==> src/rtl/scalar_wb_scheduler.sv <==
// Scalar register-file writeback arbiter (mem/alu/ctr) with aging promotion,
// plus the pending-write scoreboard that drives the decode RAW/WAW stall.

module scalar_wb_age #(
  parameter int AGE_LIMIT = 4
) (
  input  logic clk,
  input  logic rst,
  input  logic valid,
  input  logic grant,
  output logic aged
);
  logic [3:0] age;

  always_ff @(posedge clk or posedge rst) begin
    if (rst)                         age <= '0;
    else if (!valid || grant)        age <= '0;
    else if (age < 4'(AGE_LIMIT))    age <= age + 4'd1;
  end

  // Gate with valid so a stale saturated count cannot win on an idle cycle.
  assign aged = valid && (age == 4'(AGE_LIMIT));
endmodule

module scalar_wb_scheduler #(
  parameter int WIDTH     = 19,
  parameter int AGE_LIMIT = 4
) (
  input  logic             clk,
  input  logic             rst,
  input  logic             issue_valid,
  input  logic [4:0]       issue_rd,
  input  logic [4:0]       rs1,
  input  logic [4:0]       rs2,
  input  logic [4:0]       rs3,
  input  logic             alu_valid,
  input  logic [4:0]       alu_rd,
  input  logic [WIDTH-1:0] alu_data,
  output logic             alu_ready,
  input  logic             mem_valid,
  input  logic [4:0]       mem_rd,
  input  logic [WIDTH-1:0] mem_data,
  output logic             mem_ready,
  input  logic             ctr_valid,
  input  logic [4:0]       ctr_rd,
  input  logic [WIDTH-1:0] ctr_data,
  output logic             ctr_ready,
  output logic             rf_wes,
  output logic [4:0]       rf_rd,
  output logic [WIDTH-1:0] rf_wd,
  output logic [31:0]      busy_mask,
  output logic             stall
);
  localparam int NUM_REQ = 3;
  // Index order is the base priority: lower index wins.
  localparam int MEM = 0;
  localparam int ALU = 1;
  localparam int CTR = 2;

  typedef struct packed {
    logic             valid;
    logic [4:0]       rd;
    logic [WIDTH-1:0] data;
  } wb_req_t;

  wb_req_t [NUM_REQ-1:0] req;
  logic    [NUM_REQ-1:0] valid_v, aged_v, cand, grant;
  logic                  grant_any;
  logic    [4:0]         sel_rd;
  logic    [WIDTH-1:0]   sel_data;
  logic    [31:0]        busy_nxt;

  assign req[MEM] = '{valid: mem_valid, rd: mem_rd, data: mem_data};
  assign req[ALU] = '{valid: alu_valid, rd: alu_rd, data: alu_data};
  assign req[CTR] = '{valid: ctr_valid, rd: ctr_rd, data: ctr_data};

  for (genvar g = 0; g < NUM_REQ; g++) begin : g_req
    assign valid_v[g] = req[g].valid;
    scalar_wb_age #(.AGE_LIMIT(AGE_LIMIT)) u_age (
      .clk   (clk),
      .rst   (rst),
      .valid (valid_v[g]),
      .grant (grant[g]),
      .aged  (aged_v[g])
    );
  end

  // Aged requesters form their own class; base priority applies within a class.
  always_comb begin
    cand  = (|aged_v) ? aged_v : valid_v;
    grant = '0;
    for (int i = NUM_REQ - 1; i >= 0; i--) begin
      if (cand[i]) begin
        grant    = '0;
        grant[i] = 1'b1;
      end
    end
    if (rst) grant = '0;
  end

  always_comb begin
    sel_rd   = '0;
    sel_data = '0;
    for (int i = 0; i < NUM_REQ; i++) begin
      if (grant[i]) begin
        sel_rd   = req[i].rd;
        sel_data = req[i].data;
      end
    end
  end

  assign grant_any = |grant;
  assign mem_ready = grant[MEM];
  assign alu_ready = grant[ALU];
  assign ctr_ready = grant[CTR];

  always_ff @(posedge clk or posedge rst) begin
    if (rst) begin
      rf_wes <= 1'b0;
      rf_rd  <= '0;
      rf_wd  <= '0;
    end else begin
      rf_wes <= grant_any && (sel_rd != 5'd0);
      if (grant_any && (sel_rd != 5'd0)) begin
        rf_rd <= sel_rd;
        rf_wd <= sel_data;
      end
    end
  end

  // Issue is applied after the clear so a new producer keeps the bit set.
  always_comb begin
    busy_nxt = busy_mask;
    if (grant_any)   busy_nxt[sel_rd]   = 1'b0;
    if (issue_valid) busy_nxt[issue_rd] = 1'b1;
    busy_nxt[0] = 1'b0;
  end

  always_ff @(posedge clk or posedge rst) begin
    if (rst) busy_mask <= '0;
    else     busy_mask <= busy_nxt;
  end

  assign stall = busy_mask[rs1] | busy_mask[rs2] | busy_mask[rs3] |
                 (issue_valid & busy_mask[issue_rd]);
endmodule

==> config.mk <==
export PLATFORM = sky130hd
export DESIGN_NAME = scalar_wb_scheduler
export DESIGN_NICKNAME = d
export VERILOG_FILES = /design/src/rtl/scalar_wb_scheduler.sv
export SDC_FILE = /design/constraint.sdc
export NUM_CORES = 1
export LEC_CHECK = 0
export CORE_ASPECT_RATIO = 0.75
export CORE_MARGIN = 10
export CORE_UTILIZATION = 25
export DETAILED_ROUTE_END_ITERATION = 16
export DONT_BUFFER_PORTS = 1
export GPL_ROUTABILITY_DRIVEN = 0
export GPL_TIMING_DRIVEN = 0
export PLACE_DENSITY = 0.46
export SYNTH_ARGS = -nofsm -noshare
export SYNTH_HDL_FRONTEND = slang
export SYNTH_SLANG_ARGS = --single-unit
==> constraint.sdc <==
create_clock -name clk -period 4.2 [get_ports clk]
set_clock_uncertainty 0.15 [all_clocks]
set_input_delay 0.42 -clock clk [delete_from_list [all_inputs] [get_ports clk]]
set_output_delay 0.42 -clock clk [all_outputs]
set_load 0.05 [all_outputs]
==> flow_metrics.tcl, run 1 <==
set metrics [dict create \
    worstMarginPinSlew_ns 0.9590 \
    first_iter_violations 486 \
    synthSimpleGateAreaFrac 0.1633 \
    met3_length_um 938 \
    worstPathRequired_ns 3.63 \
    synth_top_family_by_area "compound AO/OA/AOI/OAI gates" \
    syn_area_mm2 0.004414 \
    period_minus_slack_ns 3.373 \
    crit_start "busy_mask[15]" \
    max_slew_margin 0.3607 \
    final_util 0.2936 \
    crit_end "stall" \
    max_freq_ghz 0.2965 \
    reg2reg_depth 10 \
    min_path_type "in2async" \
    yosys_register_bits 68 \
    crit_arrival_ns 2.80 \
    grt_pass1_wl_mm 23.20 \
    fin_cells 651 \
    fin_crit_sh 0.8031 \
    grt_pass1_vias 3714 \
    synth.distinct_cells 45 \
    synth_edf_count 0 \
    finalHoldViolations 10 \
    io_pins 159 \
    synthFlopType "dfrtp_1" \
    routed_wirelength_mm 15.25 \
    cts_buffers 9 \
    die_height_um 135.1 \
    rrSetupSlack_ns 0.99 \
    ant_nets 0 \
    drc 0 \
    dp.cells 635 \
    hold_ws_ns -0.008176 \
    r2r-end "busy_mask[31]" \
    die_area_mm2 0.02343 \
    ir_worst_vdd_v 0.0002093 \
    yosysWarnings 0 \
    cts_hold_buf 0 \
    synth-compound-area-share 0.2021 \
    clk_path_buf_depth 2 \
    grt_max_degree 70 \
    grt-ovfl-total 0 \
    htreeDepth 3 \
    status "finished with violations" \
    synth.area.mux_share 0.1882 \
    slew_violations 0 \
    worstPathMaxFanout 6 \
    r2r-start "g_req[0].u_age.age[0]" \
    clk-insertion-delay-late_ns 0.33 \
    syn2layout_area_growth_pct 13.61 \
    p_leak_uw 0.001871 \
    die_w_um 173.4 \
    dp_hpwl_mm 12.21 \
    firstDrtPassIters 6 \
    worstSetupPathType "reg2out" \
    rows 41 \
    grtUsageTotal 0.1256 \
    initial_utilization 0.2584 \
    cts_tree "done" \
    num_vias 3543 \
    setup_violations 0 \
    clkTransAtPathRegs_ns 0.06 \
    routedWlPerCell_um 23.42 \
    diodes 0 \
    crit_path_end_kind "primary output" \
    cts-resized-gates 0 \
    top_layer "met4" \
    drv_cap 0 \
    rsz0062_at_grt "no" \
    synthXorXnorAreaFrac 0.005952 \
    p_per_area_mw_per_mm2 564.8 \
    syn_area_per_cell_um2 11.06 \
    start_kind "flip-flop" \
    antenna_found_initial 0 \
    portBuffers 0 \
    route.met2.wl_mm 7.206 \
    clock-sinks 68 \
    syn_inst 399 \
    violations "negative hold slack" \
    core_area_mm2 0.01708 \
    wl_met1_mm 6.931 \
    via_per_inst 5.442 \
    postCtsSetupBuffers 0 \
    finalNetCount 514 \
    root_buffer "clkbuf_16" \
    drive_gt1_frac 0.2506 \
    synth_nets 503 \
    synth_adder_area_share 0.01701 \
    async_reset_ff_frac 1.000 \
    ys_seq_area_frac 0.3855 \
]
placed cells by master (no fill, tap or decap), drive strengths merged, types with 4 or more instances in the layout:
| cell type | count |
|---|---|
| mux2 | 4 |
| nor2 | 19 |
| buf | 8 |
| a21oi | 30 |
| nand3b | 5 |
| dfrtp | 68 |
| nand3 | 9 |
| mux4 | 34 |
| nand2 | 34 |
| a222oi | 22 |
| o21ai | 64 |
| ha | 6 |
| nor3b | 21 |
| or3 | 5 |
| or2 | 4 |
| inv | 13 |
| clkbuf | 26 |
per-stage QoR:
step                      hold WS (ns)  setup TNS, ns  total power (uW)  setup WS [ns]  area [um2]
after floorplan                 0.3440              0              1880         0.4188        4414
after global placement          0.3758         -34.15              2076        -0.7425        4710
after detailed placement        0.3895              0              2092         0.7990        4712
after CTS                      0.04129              0              2866         0.8110        5015
after global routing           0.06515              0              2966         0.7294        5015
final                        -0.008176              0              2832         0.8268        5015
cells in the mapped netlist, types with 11 or more instances:
cell	n	area, um2
a21oi_2	15	131.4
inv_1	13	48.80
nand2_1	34	127.6
o21ai_1	11	55.05
clkbuf_1	16	60.06
a222oi_1	22	220.2
dfrtp_1	68	1702
o21ai_0	53	265.3
nor2_1	19	71.32
nor3b_2	14	175.2
a21oi_1	13	65.06
mux4_2	34	765.7
registers in the layout, summed over array words and instances (netlist names):
| name | count |
|---|---|
| rf_rd | 5 |
| rf_wes | 1 |
| g_req.u_age.age | 12 |
| busy_mask | 31 |
| rf_wd | 19 |
final cells by class:
class                           instances  area, um2
Fill cell                            1757      12070
Multi-Input combinational cell        294       2549
Sequential cell                        68       1702
Tap cell                              236      295.3
Clock buffer                           10      239.0
Buffer                                 24      115.1
Clock inverter                          6      63.81
Inverter                               13      51.30
worst max-delay path: stages, from the launching register on:
cell      delay [ns]
dfrtp_1         0.62
mux4_2          0.56
mux4_2          0.48
nor2b_1         0.14
a221oi_1        0.21
nand3_1         0.47
worst min path at each step:
stage	slack, ns	start	endpoint
6_report	-0.008	rst	g_req[1].u_age.age[2]
5_1_grt	0.07	rst	g_req[1].u_age.age[3]
4_1_cts	0.04	rst	g_req[2].u_age.age[2]
3_5_place_dp	0.39	g_req[0].u_age.age[3]	g_req[0].u_age.age[3]
3_3_place_gp	0.38	g_req[0].u_age.age[2]	g_req[0].u_age.age[2]
2_1_floorplan	0.34	g_req[0].u_age.age[2]	g_req[0].u_age.age[2]
power by group:
group          switching [uW]  total, uW  internal [uW]
clock                     291        766            474
sequential                683       1470            782
combinational             291        602            311
total                    1260       2830           1570
metal layers:
layer	track usage	vias to the layer above
met2	0.1997	132
met3	0.03510	12
met1	0.1644	1815
li1	-	1584
met4	0.03297	0
met5	0	-
logic make-up after synthesis:
family	count (synthesis)
flops	68
xor+xnor	3
buf+inv	37
other cells	1
compound gates	129
fa+ha+maj	6
simple gates	115
mux	40
(Power assumes the default switching activity.)
==> run 2: changes to the inputs <==
Settings changed: PLACE_DENSITY 0.46 to 0.48.
Clock period 4.2 ns to 3.1 ns, I/O delays scaled along.
==> run 2 against run 1 <==
The run now ends clean. Clock-buffer cell count shrank 1. Routed wire length grew 2.5%. Via count grew 2.4%. Critical path depth shrank 1. Critical path type unchanged. Largest cell class unchanged. Highest routed layer unchanged.
==> flow_metrics.tcl, run 2 (synthesis results as in run 1) <==
set metrics [dict create \
    status "finished clean" \
    min_path_type "in2reg" \
    worstMarginPinSlew_ns 0.9460 \
    clkTransAtPathRegs_ns 0.06 \
    clkPwrFrac 0.276 \
    finalNetCount 527 \
    first_iter_violations 447 \
    die_height_um 135.1 \
    largest_reg_flops 31 \
    place_ws_ns -0.3316 \
    rsz0062_at_grt "yes" \
    dp_hpwl_mm 12.55 \
    routedWlPerCell_um 23.54 \
    via_per_inst 5.464 \
    finalPower_uw 3965 \
    firstDrtPassIters 6 \
    grt_pass1_wl_mm 23.78 \
    grt-ovfl-total 0 \
    cts_buffers 9 \
    worstPathRequired_ns 2.64 \
    die_w_um 173.4 \
    clk-insertion-delay-late_ns 0.33 \
    syn2layout_area_growth_pct 19.10 \
    ant_nets 0 \
    antenna_found_initial 0 \
    crit_arrival_ns 2.56 \
    grt_pass1_vias 3833 \
    slew_violations 0 \
    sequentialPowerShare 0.508 \
    p_sw_frac 0.4375 \
    regMostFlops "busy_mask" \
    p_sw_uw 1734 \
    n_fill_cell 1747 \
    rows 41 \
    clk_path_buf_depth 2 \
    worstSetupPathType "reg2out" \
    cts_tree "done" \
    die_area_mm2 0.02343 \
    io_pins 159 \
    initial_utilization 0.2584 \
    intPower_uw 2230 \
    diodes 0 \
    p_per_area_mw_per_mm2 754.1 \
    setup_violations 0 \
    final_cell_mix "o21ai_0, dfrtp_1, nand2_1, mux4_2, dfrtp_2" \
    reg_top3 "busy_mask x31, rf_wd x19, g_req.u_age.age x12" \
    num_vias 3628 \
    drv_cap 0 \
    htreeDepth 3 \
    setup_ws_ns 0.08344 \
    ir_worst_vdd_v 0.0002771 \
    routed_wirelength_mm 15.63 \
    layout_commonest_cell "o21ai_0" \
    combPwrFrac 0.216 \
    max_freq_ghz 0.3315 \
    max_slew_margin 0.3693 \
    grtUsageTotal 0.1284 \
    fin_crit_sh 0.9731 \
    drive_gt1_frac 0.3505 \
    clock-sinks 68 \
    worstPathMaxFanout 6 \
    period_minus_slack_ns 3.017 \
    grt_max_degree 43 \
    finalHoldViolations 0 \
    root_buffer "clkbuf_16" \
    core_area_mm2 0.01708 \
    portBuffers 0 \
    p_leak_uw 0.001952 \
    drc 0 \
    start_kind "flip-flop" \
    crit_path_end_kind "primary output" \
]
[run 2: worst max-delay path, stage by stage, from the launching register on]
cell      delay (ns)
dfrtp_1         0.60
mux4_2          0.58
mux4_2          0.49
a221oi_2        0.25
nand3_2         0.31
[run 2: what timing repair did]
action,CTS,global route
setup endpoints to repair,54,44
resized for setup,25,19
pin swaps,2,6
setup buffers,2,9
endpoints found under the hold margin,26,0
hold buffers,2,0
[run 2: worst paths after layout]
| kind | from | cells past startpoint | to | slack [ns] |
|---|---|---|---|---|
| worst max-delay path | busy_mask[31] | 4 | stall | 0.08 |
| worst min-delay path | ctr_valid | 2 | g_req[2].u_age.age[3] | 0.04 |
| worst max register to register | g_req[1].u_age.age[0] | 10 | rf_wd[2] | 0.22 |
| worst min register to register | g_req[0].u_age.age[2] | 2 | g_req[0].u_age.age[2] | 0.40 |
| max in group asynchronous | rst | 3 | busy_mask[30] | 2.12 |
| min in group asynchronous | rst | 3 | g_req[2].u_age.age[2] | 0.41 |
[run 2: layer usage]
metal | track usage | routed length (um)
met1 | 0.1664 | 6706
met2 | 0.2037 | 7447
met3 | 0.04624 | 1379
met4 | 0.02150 | 93
met5 | 0 | 0
[run 2: area by class of cell]
class                   instances  area (um2)  area share
flip-flops and latches         68        1735      0.3301
well taps                     236       295.3     0.05616
multi-input cells             294        2605      0.4955
clock buffers                   9       225.2     0.04284
repair buffers                 14       132.6     0.02523
plain buffers                  23       120.1     0.02285
clock inverters                 7       91.34     0.01737
inverters                      13       52.55    0.009995
[run 2: per-stage QoR]
step	std cells	TNS, ns	hold slack, ns	cell area (um2)	util
4_1_cts	656	-0.2012	0.03503	5141	0.3010
3_3_place_gp	635	-53.07	0.3747	4718	0.2762
6_report	664	0	0.04192	5258	0.3078
2_1_floorplan	399	0	0.3245	4423	-
5_1_grt	664	-0.06618	0.04077	5258	0.3078
3_5_place_dp	636	-10.39	0.1646	4738	0.2774
[run 2: power by group through the flow]
stage / combinational [uW] / clock, uW / sequential [uW]
2_1_floorplan: 663 / 0 / 1880
3_3_place_gp: 795 / 0 / 2010
3_5_place_dp: 818 / 0 / 2020
4_1_cts: 833 / 1120 / 2020
5_1_grt: 933 / 1160 / 2050
6_report: 856 / 1090 / 2020
==> run 3: changes to the inputs <==
Settings changed: CORE_MARGIN 10 to 2, SLEW_MARGIN set to 20.
==> run 3 against run 2 <==
Via count hardly changed. Flip-flop and latch count did not move. Critical endpoint unchanged. Fmax increased by 0.24%. Critical path type unchanged.
==> flow_metrics.tcl, run 3 (synthesis results as in run 1) <==
set metrics [dict create \
    max_freq_ghz 0.3323 \
    grt-ovfl-total 0 \
    final_cell_mix "o21ai_0, dfrtp_1, nand2_1, mux4_2, dfrtp_2" \
    clk_path_buf_depth 2 \
    worstPathMaxFanout 6 \
    path_common_cell "mux4_2" \
    worstSetupPathType "reg2out" \
    reg_top3 "busy_mask x31, rf_wd x19, g_req.u_age.age x12" \
    root_buffer "clkbuf_16" \
    finalNetCount 528 \
    n_fill_cell 1798 \
    setup_violations 0 \
    finalHoldViolations 0 \
    area.sequential_mm2 0.001737 \
    cts_tree "done" \
    htreeDepth 3 \
    crit_path_end_kind "primary output" \
    drv_cap 0 \
    via_per_inst 5.405 \
    first_iter_violations 302 \
    grt_max_degree 27 \
    rrSetupSlack_ns 0.17 \
    status "finished clean" \
    dpl-instance-area_mm2 0.004766 \
    routed_wirelength_mm 14.53 \
    crit_arrival_ns 2.55 \
    rsz0062_at_grt "no" \
    rows 42 \
    regMostFlops "busy_mask" \
    portBuffers 0 \
    slowest_delay_ns 0.60 \
    start_kind "flip-flop" \
    largest_reg_flops 31 \
    cts_buffers 9 \
    routedWlPerCell_um 21.66 \
    grt_pass1_vias 3747 \
    drc 0 \
    fin_crit_sh 0.9707 \
    io_pins 159 \
    slowest_stage "dfrtp_1" \
    final_area_mm2 0.005256 \
    num_vias 3627 \
    cp_top_family "multiplexers" \
    max_slew_margin 0.3551 \
    ant_nets 0 \
    clkTransAtPathRegs_ns 0.06 \
    tns_ns 0 \
    antenna_found_initial 0 \
    hold_ws_ns 0.02752 \
    clock-sinks 68 \
    finalPower_uw 3918 \
    initial_utilization 0.2530 \
    slew_violations 0 \
    final_util 0.3013 \
    grtUsageTotal 0.1585 \
    diodes 0 \
    drive_gt1_frac 0.3543 \
    crit_chain "mux4_2, mux4_2, a221oi_2, nand3_2" \
    worstPathRequired_ns 2.64 \
    grt_pass1_wl_mm 22.28 \
    cp.buffers_inverters 0 \
    clk-insertion-delay-late_ns 0.33 \
    worstMarginPinSlew_ns 0.9674 \
    ir_worst_vdd_v 0.0003312 \
    core_area_mm2 0.01745 \
    die_height_um 119.1 \
    multi_input_area_mm2 0.002600 \
    dp_hpwl_mm 11.28 \
    die_area_mm2 0.01875 \
    layout_commonest_cell "o21ai_0" \
    p_per_area_mw_per_mm2 745.4 \
    period_minus_slack_ns 3.009 \
    syn2layout_area_growth_pct 19.08 \
    die_w_um 157.4 \
    min_path_type "in2reg" \
    firstDrtPassIters 7 \
    p_leak_uw 0.001937 \
]
[run 3: changes by cell type in the layout (fill, tap and decap cells not counted), moves of 3 or more]
cell / previous run / this run
clkinv_2: 3 / 0
dfrtp_1: 43 / 40
dfrtp_2: 24 / 28
inv_6: 0 / 4
[run 3: path summary, 6_finish.rpt]
path / to / startpoint / depth (start not counted)
worst max-delay path: stall / busy_mask[26] / 4
worst min-delay path: g_req[1].u_age.age[3] / alu_valid / 2
worst max register to register: busy_mask[6] / g_req[0].u_age.age[0] / 10
worst min register to register: g_req[0].u_age.age[2] / g_req[0].u_age.age[2] / 2
max in group asynchronous: busy_mask[18] / rst / 3
min in group asynchronous: g_req[2].u_age.age[3] / rst / 3
[run 3: power by group]
| part | switching [uW] | leakage [uW] | internal, uW |
|---|---|---|---|
| combinational | 403 | 0.000983 | 446 |
| sequential | 927 | 0.000811 | 1080 |
| clock | 424 | 0.000143 | 634 |
[run 3: stage by stage]
stage,instances,worst slack (ns)
global route,671,0.01013
floorplan,399,0.03201
CTS,666,-0.002374
finish,671,0.09070
global placement,641,-1.135
detailed placement,643,-0.4312
[run 3: repair_timing]
action | CTS | global route
hold buffers | 2 | 0
resized for setup | 33 | 13
endpoints found under the hold margin | 21 | 0
pin swaps | 4 | 5
setup buffers | 5 | 6
setup endpoints to repair | 58 | 36
[run 3: layer usage]
layer,GRT usage,part of all wire,vias to the layer above
li1,-,-,1605
met1,0.2171,0.44,1869
met2,0.2396,0.48,143
met3,0.04985,0.071,10
met4,0.04773,0.0098,0
met5,0,0,-
[run 3: final cells by class]
| class | count | share of cell area |
|---|---|---|
| flip-flops and latches | 68 | 0.3304 |
| multi-input cells | 294 | 0.4946 |
| clock inverters | 7 | 0.01523 |
| clock buffers | 9 | 0.04285 |
| well taps | 242 | 0.05761 |
| inverters | 13 | 0.009998 |
| plain buffers | 23 | 0.02309 |
| repair buffers | 15 | 0.02618 |
